[config.mk]
export PLATFORM = sky130hd
export DESIGN_NAME = lpf_decimate2_packer
export DESIGN_NICKNAME = d
export VERILOG_FILES = /design/src/rtl/lpf_decimate2_packer.sv
export SDC_FILE = /design/constraint.sdc
export NUM_CORES = 1
export LEC_CHECK = 0
export BUFFER_PORTS_ARGS = -buffer_cell sky130_fd_sc_hd__buf_4
export CAP_MARGIN = 0
export CORE_ASPECT_RATIO = 1.2
export CORE_MARGIN = 3
export CORE_UTILIZATION = 23
export CTS_CLUSTER_DIAMETER = 120
export DETAILED_ROUTE_END_ITERATION = 16
export GPL_ROUTABILITY_DRIVEN = 0
export GPL_TIMING_DRIVEN = 0
export PLACE_DENSITY = 0.45
export SETUP_SLACK_MARGIN = 0.1
export SYNTH_ARGS = -nofsm -noshare
export SYNTH_HDL_FRONTEND = slang
export SYNTH_SLANG_ARGS = --single-unit
[constraint.sdc]
create_clock -name clk_i -period 7 [get_ports clk_i]
set_input_delay 1.4 -clock clk_i [delete_from_list [all_inputs] [get_ports clk_i]]
set_output_delay 1.4 -clock clk_i [all_outputs]
set_load 0.05 [all_outputs]
[src/rtl/lpf_decimate2_packer.sv]
// Decimate-by-2 packer for the half-band lowpass output.
// Even samples of each beat are saturated to OUTBITS, two beats form one
// NSAMPS-sample word, and words are queued in a small first-word-fall-through
// FIFO with sticky overflow and misalignment flags.
//
// Output stream handshake: a word transfers on any rising edge where
// dat_valid_o && dat_ready_i. While dat_valid_o=1 and dat_ready_i=0, both
// dat_o and dat_valid_o hold steady. dat_valid_o never depends on dat_ready_i.
// The input side has no backpressure: every dat_valid_i beat is consumed.
module lpf_decimate2_packer #(
  parameter int    INBITS     = 13,
  parameter int    OUTBITS    = 12,
  parameter int    NSAMPS     = 8,
  parameter int    FIFO_DEPTH = 4,
  parameter string SATURATE   = "TRUE"
) (
  input  logic                             clk_i,
  input  logic                             rst_i,
  input  logic [NSAMPS-1:0][INBITS-1:0]    dat_i,
  input  logic                             dat_valid_i,
  input  logic                             sync_i,
  output logic [NSAMPS-1:0][OUTBITS-1:0]   dat_o,
  output logic                             dat_valid_o,
  input  logic                             dat_ready_i,
  output logic [$clog2(FIFO_DEPTH):0]      fill_o,
  output logic                             overflow_o,
  output logic                             misalign_o,
  input  logic                             clr_i
);

  localparam int  HALF   = NSAMPS / 2;
  localparam int  AW     = $clog2(FIFO_DEPTH);
  localparam bit  SAT_EN = (SATURATE == "TRUE");

  typedef enum logic {PH_LOW, PH_HIGH} phase_e;
  typedef logic [NSAMPS-1:0][OUTBITS-1:0] word_t;

  // Clamp to the OUTBITS range when the discarded top bits disagree with the sign.
  function automatic logic [OUTBITS-1:0] sat_f(input logic [INBITS-1:0] x);
    logic [INBITS-OUTBITS:0] top;
    top = x[INBITS-1:OUTBITS-1];
    if (SAT_EN && !((&top) || !(|top)))
      sat_f = x[INBITS-1] ? {1'b1, {(OUTBITS-1){1'b0}}} : {1'b0, {(OUTBITS-1){1'b1}}};
    else
      sat_f = x[OUTBITS-1:0];
  endfunction

  logic [HALF-1:0][OUTBITS-1:0] kept;
  logic [HALF-1:0][OUTBITS-1:0] h_q;
  logic [HALF-1:0]              unused_odd;
  word_t                        wr_word;
  word_t                        mem [FIFO_DEPTH];
  word_t                        last_q;
  logic [AW-1:0]                wr_ptr_q, rd_ptr_q;
  logic [AW:0]                  cnt_q, cnt_d;
  phase_e                       phase_q, phase_d, beat_ph;
  logic                         ovf_q, mis_q;
  logic                         wr_req, wr_en, rd_fire, full, ovf_ev, mis_ev, h_load;

  // Keep the even samples (saturated), fold the odd ones into an unused sink.
  always_comb begin
    kept       = '0;
    unused_odd = '0;
    for (int k = 0; k < HALF; k++) begin
      kept[k]       = sat_f(dat_i[2*k]);
      unused_odd[k] = ^dat_i[2*k+1];
    end
  end

  // Phase state register.
  always_ff @(posedge clk_i) begin
    if (rst_i) phase_q <= PH_LOW;
    else       phase_q <= phase_d;
  end

  // Phase next-state: sync forces the current beat to the low half, then toggle.
  always_comb begin
    beat_ph = phase_q;
    phase_d = phase_q;
    if (sync_i) beat_ph = PH_LOW;
    if (dat_valid_i) phase_d = (beat_ph == PH_LOW) ? PH_HIGH : PH_LOW;
  end

  assign h_load  = dat_valid_i && (beat_ph == PH_LOW);
  assign wr_req  = dat_valid_i && (beat_ph == PH_HIGH);
  assign mis_ev  = dat_valid_i && sync_i && (phase_q == PH_HIGH);
  assign full    = (cnt_q == (AW+1)'(FIFO_DEPTH));
  assign rd_fire = dat_valid_o && dat_ready_i;
  assign wr_en   = wr_req && (!full || rd_fire);
  assign ovf_ev  = wr_req && full && !rd_fire;

  // Assemble the outgoing word: held half in the low samples, current beat above.
  always_comb begin
    wr_word = '0;
    for (int k = 0; k < HALF; k++) begin
      wr_word[k]      = h_q[k];
      wr_word[k+HALF] = kept[k];
    end
  end

  // Half-word holding register for the low-phase beat.
  always_ff @(posedge clk_i) begin
    if (rst_i)       h_q <= '0;
    else if (h_load) h_q <= kept;
  end

  // FIFO storage; contents are qualified by the occupancy count, so no reset.
  always_ff @(posedge clk_i) begin
    if (wr_en) mem[wr_ptr_q] <= wr_word;
  end

  // Occupancy next-state for simultaneous or single push/pop.
  always_comb begin
    cnt_d = cnt_q;
    case ({wr_en, rd_fire})
      2'b10:   cnt_d = cnt_q + 1'b1;
      2'b01:   cnt_d = cnt_q - 1'b1;
      default: cnt_d = cnt_q;
    endcase
  end

  // Pointers, occupancy, and the last-read word shown while the FIFO is empty.
  always_ff @(posedge clk_i) begin
    if (rst_i) begin
      wr_ptr_q <= '0;
      rd_ptr_q <= '0;
      cnt_q    <= '0;
      last_q   <= '0;
    end else begin
      if (wr_en)   wr_ptr_q <= wr_ptr_q + 1'b1;
      if (rd_fire) begin
        rd_ptr_q <= rd_ptr_q + 1'b1;
        last_q   <= mem[rd_ptr_q];
      end
      cnt_q <= cnt_d;
    end
  end

  // Sticky flags: a new event in the clearing cycle wins over clr_i.
  always_ff @(posedge clk_i) begin
    if (rst_i) begin
      ovf_q <= 1'b0;
      mis_q <= 1'b0;
    end else begin
      ovf_q <= (ovf_q && !clr_i) || ovf_ev;
      mis_q <= (mis_q && !clr_i) || mis_ev;
    end
  end

  assign dat_valid_o = (cnt_q != '0);
  assign dat_o       = dat_valid_o ? mem[rd_ptr_q] : last_q;
  assign fill_o      = cnt_q;
  assign overflow_o  = ovf_q;
  assign misalign_o  = mis_q;

endmodule

==> results of run 1 <==
[report_power, final]
| group | switching [mW] | internal [mW] |
|---|---|---|
| logic | 3.01 | 1.61 |
| registers | 0.108 | 3.64 |
| clock network | 1.18 | 1.49 |
[state kept, by name, summed over array words and instances (netlist names), named ones only]
| signal | count |
|---|---|
| fill_o | 3 |
| h_q | 48 |
| last_q | 96 |
| mem | 384 |
| misalign_o | 1 |
| overflow_o | 1 |
| phase_q | 1 |
| rd_ptr_q | 2 |
| wr_ptr_q | 2 |
[through the flow]
stage / hold slack (ps) / cell area [um2] / setup slack [ps] / power (mW)
2_1_floorplan: 434 / 21200 / 2360 / 7.02
3_3_place_gp: 439 / 23900 / -403 / 8.54
3_5_place_dp: 444 / 24200 / 3260 / 8.57
4_1_cts: 454 / 25700 / 2590 / 11.3
5_1_grt: 473 / 25700 / 2580 / 11.5
6_report: 453 / 25700 / 2710 / 11.0
[worst min-delay path by stage]
stage | start | end | slack, ps | depth (start not counted)
floorplan | last_q[0] | last_q[0] | 430 | 2
global placement | last_q[14] | last_q[14] | 440 | 2
detailed placement | last_q[35] | last_q[35] | 440 | 2
CTS | last_q[35] | last_q[35] | 450 | 2
global route | last_q[74] | last_q[74] | 470 | 2
finish | last_q[12] | last_q[12] | 450 | 2
[per-layer routing]
| metal | routed length (um) | global-route usage [%] | share of wire [%] |
|---|---|---|---|
| met1 | 23600 | 14.1 | 40 |
| met2 | 30200 | 21.7 | 51 |
| met3 | 3370 | 2.91 | 5.7 |
| met4 | 1620 | 3.75 | 2.8 |
| met5 | 13 | 0 | 0.022 |
[synth_stat cells, types with 2 or more instances]
library cell,count
edfxtp_1,384
nand2_1,193
dfxtp_1,156
a21oi_1,99
mux4_2,96
nor2_1,63
mux2_2,56
mux2i_1,50
a21o_1,44
mux2_4,40
clkbuf_1,39
buf_2,23
ha_1,12
buf_6,10
inv_1,10
buf_1,9
and2_1,4
or2_2,4
buf_4,3
nor2b_1,2
o21ai_0,2
or3_1,2
xnor2_1,2
[kinds of logic after synthesis]
| group | Yosys count | share of synthesized area [%] |
|---|---|---|
| flip-flops | 540 | 69.1 |
| AND/OR/NAND/NOR | 275 | 5.19 |
| multiplexers | 243 | 18.4 |
| AO/OA/AOI/OAI | 149 | 4.12 |
| buffers and inverters | 94 | 2.21 |
| adder cells (fa/ha/maj) | 13 | 0.803 |
| XOR/XNOR | 3 | 0.124 |
[cell type report]
| type | instances | area (um2) | area share (%) |
|---|---|---|---|
| multi-input cells | 683 | 6080 | 23.6 |
| diodes | 1 | 2.50 | 0.00972 |
| repair buffers | 167 | 1410 | 5.46 |
| plain buffers | 84 | 430 | 1.67 |
| well taps | 1230 | 1540 | 5.98 |
| flip-flops and latches | 540 | 14700 | 56.9 |
| clock inverters | 21 | 125 | 0.486 |
| clock buffers | 75 | 1470 | 5.70 |
| inverters | 10 | 37.5 | 0.146 |
[critical path, delay by kind of cell, from the launching register on]
kind	cells	cell delay, ps
buf+inv	4	1240
flops	1	310
mux	2	720
==> metrics.cfg, run 1 <==
[timing]
worst_pin_slew_ps=1020
finalSetupViolCount=0
slew_headroom_pct=32.2
drv_slew=0
rsz0062_at_grt=no
finalClockSkew_ps=18.7
tns_ps=0
timing.fmax_ghz=0.233
hold_viol_final=0
period_share_pct=61.3
min_period_ps=4290

[logic_synthesis]
ys_types=37
synth_top_area_share_pct=54.4
synth_edf_count=384
synth_area_um2=21200
syn_nets=1440
synth_top_area_cell=edfxtp_1
netlist_instances=1317
ys_warn_count=0
ys_top_cells_by_area=edfxtp_1 (54%), dfxtp_1 (15%), mux4_2 (10%)
avgSynthCellArea_um2=16.1
ys_ff_latch=540
async_reset_ff_share_pct=0
yosysSeqAreaShare_pct=69.1
synth-main-ff-cell=edfxtp_1

[floorplanning]
core_um2=91000
die_w_um=283
initial_utilization_pct=23.3
die-height_um=339
die_area_um2=95900
rows=121
num_io_pins=212

[setup_path]
cp_slowest_cell=buf_2
crit_top_cell=buf_2
rr_worst_depth=4
cp.arrival_ps=2890
crit_path_max_fanout=10
r2r-start=fill_o[2]
cp_data_required_time_ps=5600
crit_path_max_incr_delay_ps=440
path_class=reg -> out
path_cells=clkbuf_1, buf_2, buf_2, mux4_2, mux2_4, buf_4
crit_end=dat_o[71]
reg2reg_to=mem[0][78]
end_kind=output port
rrSetupSlack_ps=4490
start_kind=flop

[cts]
cts-root-buf=clkbuf_16
cts_buffers=52
cts_resized=0
clockBufferDepth=3
postCtsSetupBuffers=0
cts_tree=built
holdBufCountCts=0
clk_pin_slew_ps=60
clk_latency_ps=590
htreeDepth=2
cts.sinks=540

[grt]
grt_pass1_wl_mm=84.8
grt_max_degree=49
grt_remaining_overflow=0
grt_pass1_vias=12200
track_usage_pct=12.0
antenna_found_initial=2

[final_layout]
layout.nets=1661
layout_common_cells=edfxtp_1 (384), nand2_1 (193), buf_4 (162)
fillers=9197
syn2layout_area_growth_pct=21.5
layout_commonest_cell=edfxtp_1
final_cells=2811
final_util_pct=28.3
layout-drive-gt1-share_pct=30.1

[detailed_routing]
dr_total_vias=11600
wirelength_mm=58.7
drc=0
via_per_inst=4.13
drt-initial-drc-count=539
first_pass_iters=5
wl_per_cell_um=20.9
drtAntennaViolNets=0

[power]
vdd_ir_drop_max_uv=234
leakage_nw=8.92
p_per_area_nw_per_um2=429

[placement]
hpwl_mm=39.3
port_buffers=159
dp_cells=2714

[job]
maxCapViolations=0

[outcome]
status=complete, no violations

[hold_path]
hp-class=reg -> reg

(Power assumes the default switching activity.)
==> run 2, diff against run 1 <==
--- a/config.mk
+++ b/config.mk
@@ -5,6 +5,7 @@
 export SDC_FILE = /design/constraint.sdc
 export NUM_CORES = 1
 export LEC_CHECK = 0
+export ABC_AREA = 1
 export BUFFER_PORTS_ARGS = -buffer_cell sky130_fd_sc_hd__buf_4
 export CAP_MARGIN = 0
 export CORE_ASPECT_RATIO = 1.2
@@ -14,7 +15,7 @@
 export DETAILED_ROUTE_END_ITERATION = 16
 export GPL_ROUTABILITY_DRIVEN = 0
 export GPL_TIMING_DRIVEN = 0
-export PLACE_DENSITY = 0.45
+export PLACE_DENSITY = 0.46
 export SETUP_SLACK_MARGIN = 0.1
 export SYNTH_ARGS = -nofsm -noshare
 export SYNTH_HDL_FRONTEND = slang
==> constraint.sdc (replaced) <==
create_clock -name clk_i -period 3.85 [get_ports clk_i]
set_input_delay 0.77 -clock clk_i [delete_from_list [all_inputs] [get_ports clk_i]]
set_output_delay 0.77 -clock clk_i [all_outputs]
set_load 0.05 [all_outputs]
==> metrics.cfg, run 2 <==
[cts]
cts-root-buf=clkbuf_16
htreeDepth=2
clockBufferDepth=3
cts_resized=0
clk_pin_slew_ps=60
postCtsSetupBuffers=0
holdBufCountCts=0
cts.sinks=540
cts_buffers=56
clk_latency_ps=620
cts_tree=built

[floorplanning]
num_io_pins=212
die_area_um2=95800
rows=121
core_um2=91000
die_w_um=283
die-height_um=339
initial_utilization_pct=23.3

[detailed_routing]
wirelength_mm=77.8
drc=0
via_per_inst=4.72
wl_per_cell_um=23.3
first_pass_iters=5
drt-initial-drc-count=1510
drtAntennaViolNets=0
dr_total_vias=15700

[timing]
finalSetupViolCount=0
worst_pin_slew_ps=1060
min_period_ps=3580
drv_slew=0
timing.fmax_ghz=0.279
period_share_pct=93.1
finalClockSkew_ps=21.4
hold_viol_final=0
rsz0062_at_grt=no
finalWorstSetupSlack_ps=266
slew_headroom_pct=29.6
tns_ps=0

[setup_path]
crit_path_max_fanout=10
start_kind=flop
rrSetupSlack_ps=1210
reg2reg_to=mem[2][32]
path_class=reg -> out
rr_worst_depth=6
r2r-start=phase_q
cp.arrival_ps=2810
cp_data_required_time_ps=3080
end_kind=output port

[logic_synthesis]
synth-main-ff-cell=edfxtp_1
synth_top_area_cell=edfxtp_1
synth_edf_count=384
ys_top_cells_by_count=edfxtp_1 (384), o21ai_0 (271), nor2_1 (209), nand2_1 (194), o21ai_1 (165)
avgSynthCellArea_um2=11.6
ys_ff_latch=540
synth_top_area_share_pct=54.4
ys_warn_count=0
synth.most_common_cell=edfxtp_1
synth_area_um2=21200
ys_types=30
netlist_instances=1827
yosysSeqAreaShare_pct=69.2
syn_nets=1950
ys_top_cells_by_area=edfxtp_1 (54%), dfxtp_1 (15%), o21ai_0 (6.4%)
async_reset_ff_share_pct=0

[placement]
port_buffers=159
place_area_um2=24300
dp_cells=3232
hpwl_mm=56.0
dp_slack_ps=700

[final_layout]
largestRegisters=mem x384, last_q x96, h_q x48
layout.nets=2183
antenna_cells=0
layout_common_cells=edfxtp_1 (384), o21ai_0 (271), nor2_1 (205)
final_cells=3336
stdcell_area_um2=26100
layout_commonest_cell=edfxtp_1
largest_register_ffs=384
layout-drive-gt1-share_pct=17.0
top_register=mem
syn2layout_area_growth_pct=23.1

[grt]
grt_remaining_overflow=0
grt_max_degree=27
antenna_found_initial=0
grt_pass1_wl_mm=110
grt_pass1_vias=15400
track_usage_pct=15.6

[outcome]
status=complete, no violations

[power]
p_per_area_nw_per_um2=772
leakage_nw=9.18
vdd_ir_drop_max_uv=341

[hold_path]
min_to=overflow_o
hp-class=in -> reg
whs_path_depth=2
hp-start=rst_i

[job]
maxCapViolations=0

run 2: cell types whose count changed after synthesis, moves of 50 or more:
cell,change
nor2_1,+146
mux2_2,-56
mux2i_1,-50
o21ai_0,+269
o21ai_1,+165
mux4_2,-96
o22a_1,+96
run 2: report_power, final:
part | switching [mW] | leakage [nW] | internal, mW
logic | 5.81 | 3.50 | 2.02
clock network | 2.28 | 0.886 | 3.06
registers | 0.263 | 4.79 | 6.69
run 2: layer usage:
metal	vias to the layer above	GRT usage, %	wire length (um)
met1	7894	20.2	32900
met4	0	7.31	3690
met2	588	25.4	36200
met3	138	2.86	5040
li1	7125	-	-
met5	-	0	0
run 2: critical path, stage by stage (launching register included):
cell and delay (ps):
dfxtp_2 400, inv_2 220, buf_4 260, buf_2 270, o21ai_1 110, o22a_1 220
o21ai_1 420, buf_4 290
run 2: worst max path at each step:
stage                      startpoint          to  slack, ps  cells past startpoint
after floorplan           dat_valid_i   mem[0][0]       -350                      4
after global placement    dat_valid_i  mem[0][52]      -3340                      5
after detailed placement  dat_valid_i  mem[2][47]        700                      7
after CTS                        flop   dat_o[91]        120                      7
after global routing        fill_o[0]   dat_o[95]        170                      8
final                            flop   dat_o[94]        270                      7
run 2: final cells by class:
| cell class | count | area (um2) |
|---|---|---|
| fillers | 9357 | 64900 |
| flip-flops and latches | 540 | 14700 |
| multi-input cells | 1122 | 5710 |
| well taps | 1230 | 1540 |
| clock buffers | 75 | 1530 |
| repair buffers | 175 | 1520 |
| plain buffers | 142 | 768 |
| clock inverters | 29 | 259 |
| inverters | 23 | 91.3 |
run 2: per-stage QoR:
| stage | total power, mW | utilization (%) | hold WS [ps] |
|---|---|---|---|
| 2_1_floorplan | 11.9 | - | 454 |
| 3_5_place_dp | 15.0 | 26.7 | 462 |
| 5_1_grt | 20.9 | 28.7 | 367 |
| 4_1_cts | 20.3 | 28.7 | 351 |
| 3_3_place_gp | 14.9 | 26.3 | 458 |
| 6_report | 20.1 | 28.7 | 386 |
run 2: cells by family (layout without fill, tap and decap cells):
kind of cell / after synthesis / count (layout) / synth area share, %
flip-flops: 540 / 540 / 69.2
AO/OA/AOI/OAI: 683 / 683 / 18.1
XOR/XNOR: 1 / 1 / 0.0413
AND/OR/NAND/NOR: 425 / 425 / 7.83
adder cells (fa/ha/maj): 13 / 13 / 0.803
buffers and inverters: 165 / 444 / 4.06
